==> config.mk <==
export PLATFORM = sky130hd
export DESIGN_NAME = serial_add_ctrl
export DESIGN_NICKNAME = d
export VERILOG_FILES = /design/src/rtl/serial_add_pkg.sv /design/src/rtl/serial_add_ctrl_nibble_add.sv /design/src/rtl/serial_add_ctrl.sv
export SDC_FILE = /design/constraint.sdc
export NUM_CORES = 1
export LEC_CHECK = 0
export CORE_ASPECT_RATIO = 0.7
export CORE_MARGIN = 2
export CORE_UTILIZATION = 25
export CTS_BUF_LIST = sky130_fd_sc_hd__clkbuf_8
export DETAILED_ROUTE_END_ITERATION = 8
export PLACE_DENSITY = 0.43
export SKIP_LAST_GASP = 1
export SYNTH_ARGS = -nofsm -noshare
export SYNTH_HDL_FRONTEND = slang
export SYNTH_HIERARCHICAL = 1
export SYNTH_SLANG_ARGS = --single-unit
==> constraint.sdc <==
create_clock -name clk -period 2.5 [get_ports clk]
set_clock_uncertainty 0.2 [all_clocks]
set_input_delay 0.25 -clock clk [delete_from_list [all_inputs] [get_ports clk]]
set_output_delay 0.25 -clock clk [all_outputs]
set_load 0.05 [all_outputs]
==> src/rtl/serial_add_pkg.sv <==
// Shared types and sizing helpers for the nibble-serial adder controller.
// Latency: n/a (package only).
// Backpressure: n/a (package only).
package serial_add_pkg;

    localparam int NIBBLE = 4;

    typedef enum logic [1:0] {
        IDLE = 2'd0,
        RUN  = 2'd1,
        DONE = 2'd2
    } state_t;

    // Width of the nibble step counter; never below one bit.
    function automatic int cnt_width(input int width);
        int steps;
        steps = width / NIBBLE;
        return (steps > 1) ? $clog2(steps) : 1;
    endfunction

endpackage

==> src/rtl/serial_add_ctrl_nibble_add.sv <==
// Combinational 4-bit ripple-carry adder slice.
// Latency: 0 cycles (pure combinational).
// Backpressure: none; output follows inputs.
module nibble_add
    import serial_add_pkg::*;
(
    input  logic              ci,
    input  logic [NIBBLE-1:0] a,
    input  logic [NIBBLE-1:0] b,
    output logic [NIBBLE-1:0] s,
    output logic              co
);

    logic [NIBBLE:0] c;

    always_comb begin
        s    = '0;
        c    = '0;
        c[0] = ci;
        for (int i = 0; i < NIBBLE; i++) begin
            s[i]   = a[i] ^ b[i] ^ c[i];
            c[i+1] = (a[i] & b[i]) | (c[i] & (a[i] ^ b[i]));
        end
        co = c[NIBBLE];
    end

endmodule

==> src/rtl/serial_add_ctrl.sv <==
// Nibble-serial multi-precision adder: one shared 4-bit slice, LSB nibble first; SUB_EN adds a sub port.
// Latency: WIDTH/4+1 edges from accepted start to the one-cycle done pulse.
// Backpressure: start is ignored while busy; no queuing, result held until the next done.
module serial_add_ctrl
    import serial_add_pkg::*;
#(
    parameter int WIDTH = 16
) (
    input  logic             clk,
    input  logic             rst_n,
    input  logic             start,
`ifdef SUB_EN
    input  logic             sub,
`endif
    input  logic [WIDTH-1:0] a,
    input  logic [WIDTH-1:0] b,
    input  logic             ci,
    output logic             busy,
    output logic             done,
    output logic [WIDTH-1:0] sum,
    output logic             co,
    output logic             ovf
);

    localparam int N  = WIDTH / NIBBLE;
    localparam int CW = cnt_width(WIDTH);
    localparam logic [CW-1:0] LAST = CW'(N - 1);

    state_t                    state_q, state_d;
    logic [CW-1:0]             cnt_q, cnt_d;
    logic [WIDTH-1:0]          a_sh_q, a_sh_d;
    logic [WIDTH-1:0]          b_sh_q, b_sh_d;
    logic [WIDTH-NIBBLE-1:0]   sum_sh_q, sum_sh_d;
    logic                      cy_q, cy_d;
    logic [WIDTH-1:0]          sum_q, sum_d;
    logic                      co_q, co_d;
    logic                      ovf_q, ovf_d;

    logic [WIDTH-1:0]          b_eff;
    logic                      carry_in;
    logic [NIBBLE-1:0]         nib_s;
    logic                      nib_co;
    logic [WIDTH-1:0]          sum_wide;

`ifdef SUB_EN
    // Subtraction as a + ~b + 1; ci is deliberately ignored when sub is set.
    assign b_eff    = sub ? ~b : b;
    assign carry_in = sub ? 1'b1 : ci;
`else
    assign b_eff    = b;
    assign carry_in = ci;
`endif

    nibble_add u_nibble_add (
        .ci (cy_q),
        .a  (a_sh_q[NIBBLE-1:0]),
        .b  (b_sh_q[NIBBLE-1:0]),
        .s  (nib_s),
        .co (nib_co)
    );

    // New nibble enters at the top so the last step leaves the sum aligned.
    assign sum_wide = {nib_s, sum_sh_q};

    always_comb begin
        state_d  = state_q;
        cnt_d    = cnt_q;
        a_sh_d   = a_sh_q;
        b_sh_d   = b_sh_q;
        sum_sh_d = sum_sh_q;
        cy_d     = cy_q;
        sum_d    = sum_q;
        co_d     = co_q;
        ovf_d    = ovf_q;

        case (state_q)
            IDLE, DONE: begin
                if (start) begin
                    a_sh_d   = a;
                    b_sh_d   = b_eff;
                    cy_d     = carry_in;
                    sum_sh_d = '0;
                    cnt_d    = '0;
                    state_d  = RUN;
                end else begin
                    state_d  = IDLE;
                end
            end
            RUN: begin
                a_sh_d   = {{NIBBLE{1'b0}}, a_sh_q[WIDTH-1:NIBBLE]};
                b_sh_d   = {{NIBBLE{1'b0}}, b_sh_q[WIDTH-1:NIBBLE]};
                sum_sh_d = sum_wide[WIDTH-1:NIBBLE];
                cy_d     = nib_co;
                cnt_d    = cnt_q + CW'(1);
                if (cnt_q == LAST) begin
                    // Low nibbles of the operand registers now hold the original MSB nibble.
                    sum_d   = sum_wide;
                    co_d    = nib_co;
                    ovf_d   = (a_sh_q[NIBBLE-1] == b_sh_q[NIBBLE-1]) &&
                              (nib_s[NIBBLE-1] != a_sh_q[NIBBLE-1]);
                    state_d = DONE;
                end
            end
            default: state_d = IDLE;
        endcase
    end

    always_ff @(posedge clk or negedge rst_n) begin
        if (!rst_n) begin
            state_q  <= IDLE;
            cnt_q    <= '0;
            a_sh_q   <= '0;
            b_sh_q   <= '0;
            sum_sh_q <= '0;
            cy_q     <= 1'b0;
            sum_q    <= '0;
            co_q     <= 1'b0;
            ovf_q    <= 1'b0;
        end else begin
            state_q  <= state_d;
            cnt_q    <= cnt_d;
            a_sh_q   <= a_sh_d;
            b_sh_q   <= b_sh_d;
            sum_sh_q <= sum_sh_d;
            cy_q     <= cy_d;
            sum_q    <= sum_d;
            co_q     <= co_d;
            ovf_q    <= ovf_d;
        end
    end

    assign busy = (state_q == RUN);
    assign done = (state_q == DONE);
    assign sum  = sum_q;
    assign co   = co_q;
    assign ovf  = ovf_q;

endmodule
==> flow_summary.ini <==
[run_status]
status = complete, but fails checks
violations = negative setup slack

[sta]
min_period_over_period = 1.03
rsz0062_at_grt = yes
max_freq_mhz = 387
holdWs_ns = 0.264
setup_ws_ns = -0.0869
tightestPinTransition_ns = 0.748
finalHoldViolCount = 0
setup_viol = 1
drv_slew = 0
max-slew-margin-rel = 0.502
finalCriticalPeriod_ns = 2.59

[clock_tree]
clock_latency_ns = 0.35
cts_buffers = 9
cts_root_buffer = clkbuf_8
clkTransAtPathRegs_ns = 0.07
cts_tree = yes
htreeDepth = 3
cts_sinks = 67
cts_buffer_depth = 2

[logic_synthesis]
synth_edf_count = 0
synth_mux_area_frac = 0.0669
seq_area_frac_synth = 0.586
synth-seq-cells = 67
async_reset_ff_frac = 1.00
ys.warnings.count = 6
post-synth-top-area-fraction = 0.586
syn_avg_cell_area_sq_um = 11.3
synthSimpleGateAreaFrac = 0.121
yosysUniqueCellTypes = 21
synth_nets = 295
ys_top_cells_by_count = dfrtp_1, nand2_1, nor2_1
syn_inst = 254
synth_xor_xnor_area_share = 0
synth_most_common_cell = dfrtp_1
synth-compound-area-share = 0.126
synthAdderAreaFrac = 0.0324
netlist_area_sq_mm = 0.00286
synth.top_cells.by_area = dfrtp_1, nand2_1, mux2_2
synth_top_cell_by_area = dfrtp_1
synth_top_family_by_area = compound AO/OA/AOI/OAI gates
synth_ff_type = dfrtp_1

[global_routing]
overflow = 0
grt_max_degree = 54
grt.total_usage = 0.117
grt_pass1_vias = 2116
grt_pass1_wl_microns = 11200
antenna_found_initial = 0

[die]
dieHeight_microns = 93.5
die_w_microns = 132
io_pins = 56
die_area_sq_mm = 0.0123
initial_core_util = 0.258
fp-row-count = 32
coreArea_sq_mm = 0.0111

[job]
maxCapViolations = 0

[power]
total_leakage_power_nw = 1.67
finalPower_mw = 5.41
p_per_area_mw_per_mm2 = 1440
vdd_drop_max_uv = 433

[placed_design]
placed_cells = 454
post-dp-hpwl_microns = 4470
port_buffers = 55
placedInstanceArea_sq_mm = 0.00355
gp_congestion = 0.724

[layout]
drive_gt1_frac = 0.176
antenna_cells = 0
syn2layout_area_growth_pct = 31.1
num-nets-final = 355
fillCellCount = 1160
final_area_sq_mm = 0.00375
final_cells = 471

[detailed_routing]
wirelength_microns = 6660
vias = 2026
via_per_inst = 4.30
drtPass1Iterations = 4
remaining_drc_errors = 0
wl_per_cell_microns = 14.1
drt.antenna.violating_nets = 0
drtIter0Drc = 70

[worst_setup_path]
r2r_cells = 11
crit_chain = fa_2 > inv_2 > fa_2 > inv_2 > fa_2 > inv_2 > fa_1 > inv_2 > and3b_1 > a21oi_2 > o21ai_1
cp-start-kind = register
reg2reg_to = ovf$_DFFE_PN0P_
rrSetupSlack_ns = -0.09
crit_top_cell = inv_2
crit_required_ns = 2.53
crit_path_end_kind = register
slowest_delay_ns = 0.41
cp_max_fo = 2
crit_slowest_cell = dfrtp_1
r2r-start = cy_q$_DFFE_PN0P_
path_class = reg2reg
critPathLaunch = cy_q$_DFFE_PN0P_
crit_path_end = ovf$_DFFE_PN0P_
worstPathArrival_ns = 2.61

[min_path]
min_path_type = in2reg
min_path_cells = 3
## cells in the final DEF, fill, tap and decap left out, types with 2 or more instances in the layout
master            n
dfrtp_1          67
clkdlybuf4s50_1  53
nand2_1          51
nor2_1           26
a31oi_1          25
a22o_1           21
mux2_2           17
clkbuf_8         12
buf_4            11
inv_1             8
inv_2             4
fa_2              3
o21ai_0           2
clkinv_2          2
## sequential cells by signal, indices dropped and copies added (netlist names)
register  cells
b_sh_q       16
cy_q          1
sum          16
cnt_q         2
co            1
sum_sh_q     12
state_q       2
ovf           1
a_sh_q       16
## kinds of logic (layout without fill, tap and decap cells)
group	count (synthesis)	after routing
AND/OR/NAND/NOR	85	85
flip-flops	67	67
buffers and inverters	30	94
AO/OA/AOI/OAI	50	50
multiplexers	17	17
adder cells (fa/ha/maj)	5	5
## how the worst min path moves through the flow
stage	startpoint	end	slack (ns)
6_report	b[11]	b_sh_q[11]$_DFFE_PN0P_	0.26
5_1_grt	b[11]	b_sh_q[11]$_DFFE_PN0P_	0.26
4_1_cts	b[11]	b_sh_q[11]$_DFFE_PN0P_	0.25
3_3_place_gp	rst_n	sum[1]$_DFFE_PN0P_	0.17
3_5_place_dp	rst_n	sum[5]$_DFFE_PN0P_	0.17
2_1_floorplan	rst_n	a_sh_q[0]$_DFFE_PN0P_	-0.25
## worst max-delay path: cells and delay by family (launching register included)
kind            cells  cell delay (ns)
compound gates      2             0.16
buf+inv             4             0.23
flops               1             0.41
simple gates        1             0.18
fa+ha+maj           4             1.30
## power by group
part / switching (mW) / total (mW) / leakage [nW] / internal [mW]
sequential: 0.323 / 1.92 / 0.820 / 1.60
combinational: 1.55 / 2.65 / 0.752 / 1.11
clock: 0.404 / 0.833 / 0.0994 / 0.429
## metal layers
| layer | vias up | GRT usage | wire length, microns |
|---|---|---|---|
| met5 | - | 0 | 0 |
| met4 | 0 | 0.0435 | 97 |
| met3 | 10 | 0.0369 | 293 |
| met2 | 41 | 0.168 | 2860 |
| met1 | 992 | 0.166 | 3400 |
| li1 | 983 | - | - |
## cell type report
| class | instances | area [sq um] | area share |
|---|---|---|---|
| clock buffers | 12 | 165 | 0.0440 |
| clock inverters | 3 | 13.8 | 0.00367 |
| inverters | 12 | 50.0 | 0.0133 |
| multi-input cells | 157 | 1010 | 0.268 |
| flip-flops and latches | 67 | 1680 | 0.447 |
| well taps | 153 | 191 | 0.0510 |
| repair buffers | 67 | 648 | 0.173 |
## timing repair
item / CTS / global route
endpoints found under the hold margin: 30 / 0
buffers inserted: 2 / 0
pin swaps: 3 / 1
gates resized for setup: 1 / 1
endpoints found under the setup margin: 2 / 3
hold buffers: 1 / 0
## through the flow
step	util	setup WS (ns)	setup TNS (ns)
final	0.338	-0.0869	-0.0869
after global placement	0.320	-0.0795	-0.0795
after CTS	0.338	-0.112	-0.112
after global routing	0.338	-0.201	-0.271
after detailed placement	0.320	-0.115	-0.115
after floorplan	-	-0.0499	-0.0499
Note: power is estimated with default switching activity, not from simulation.
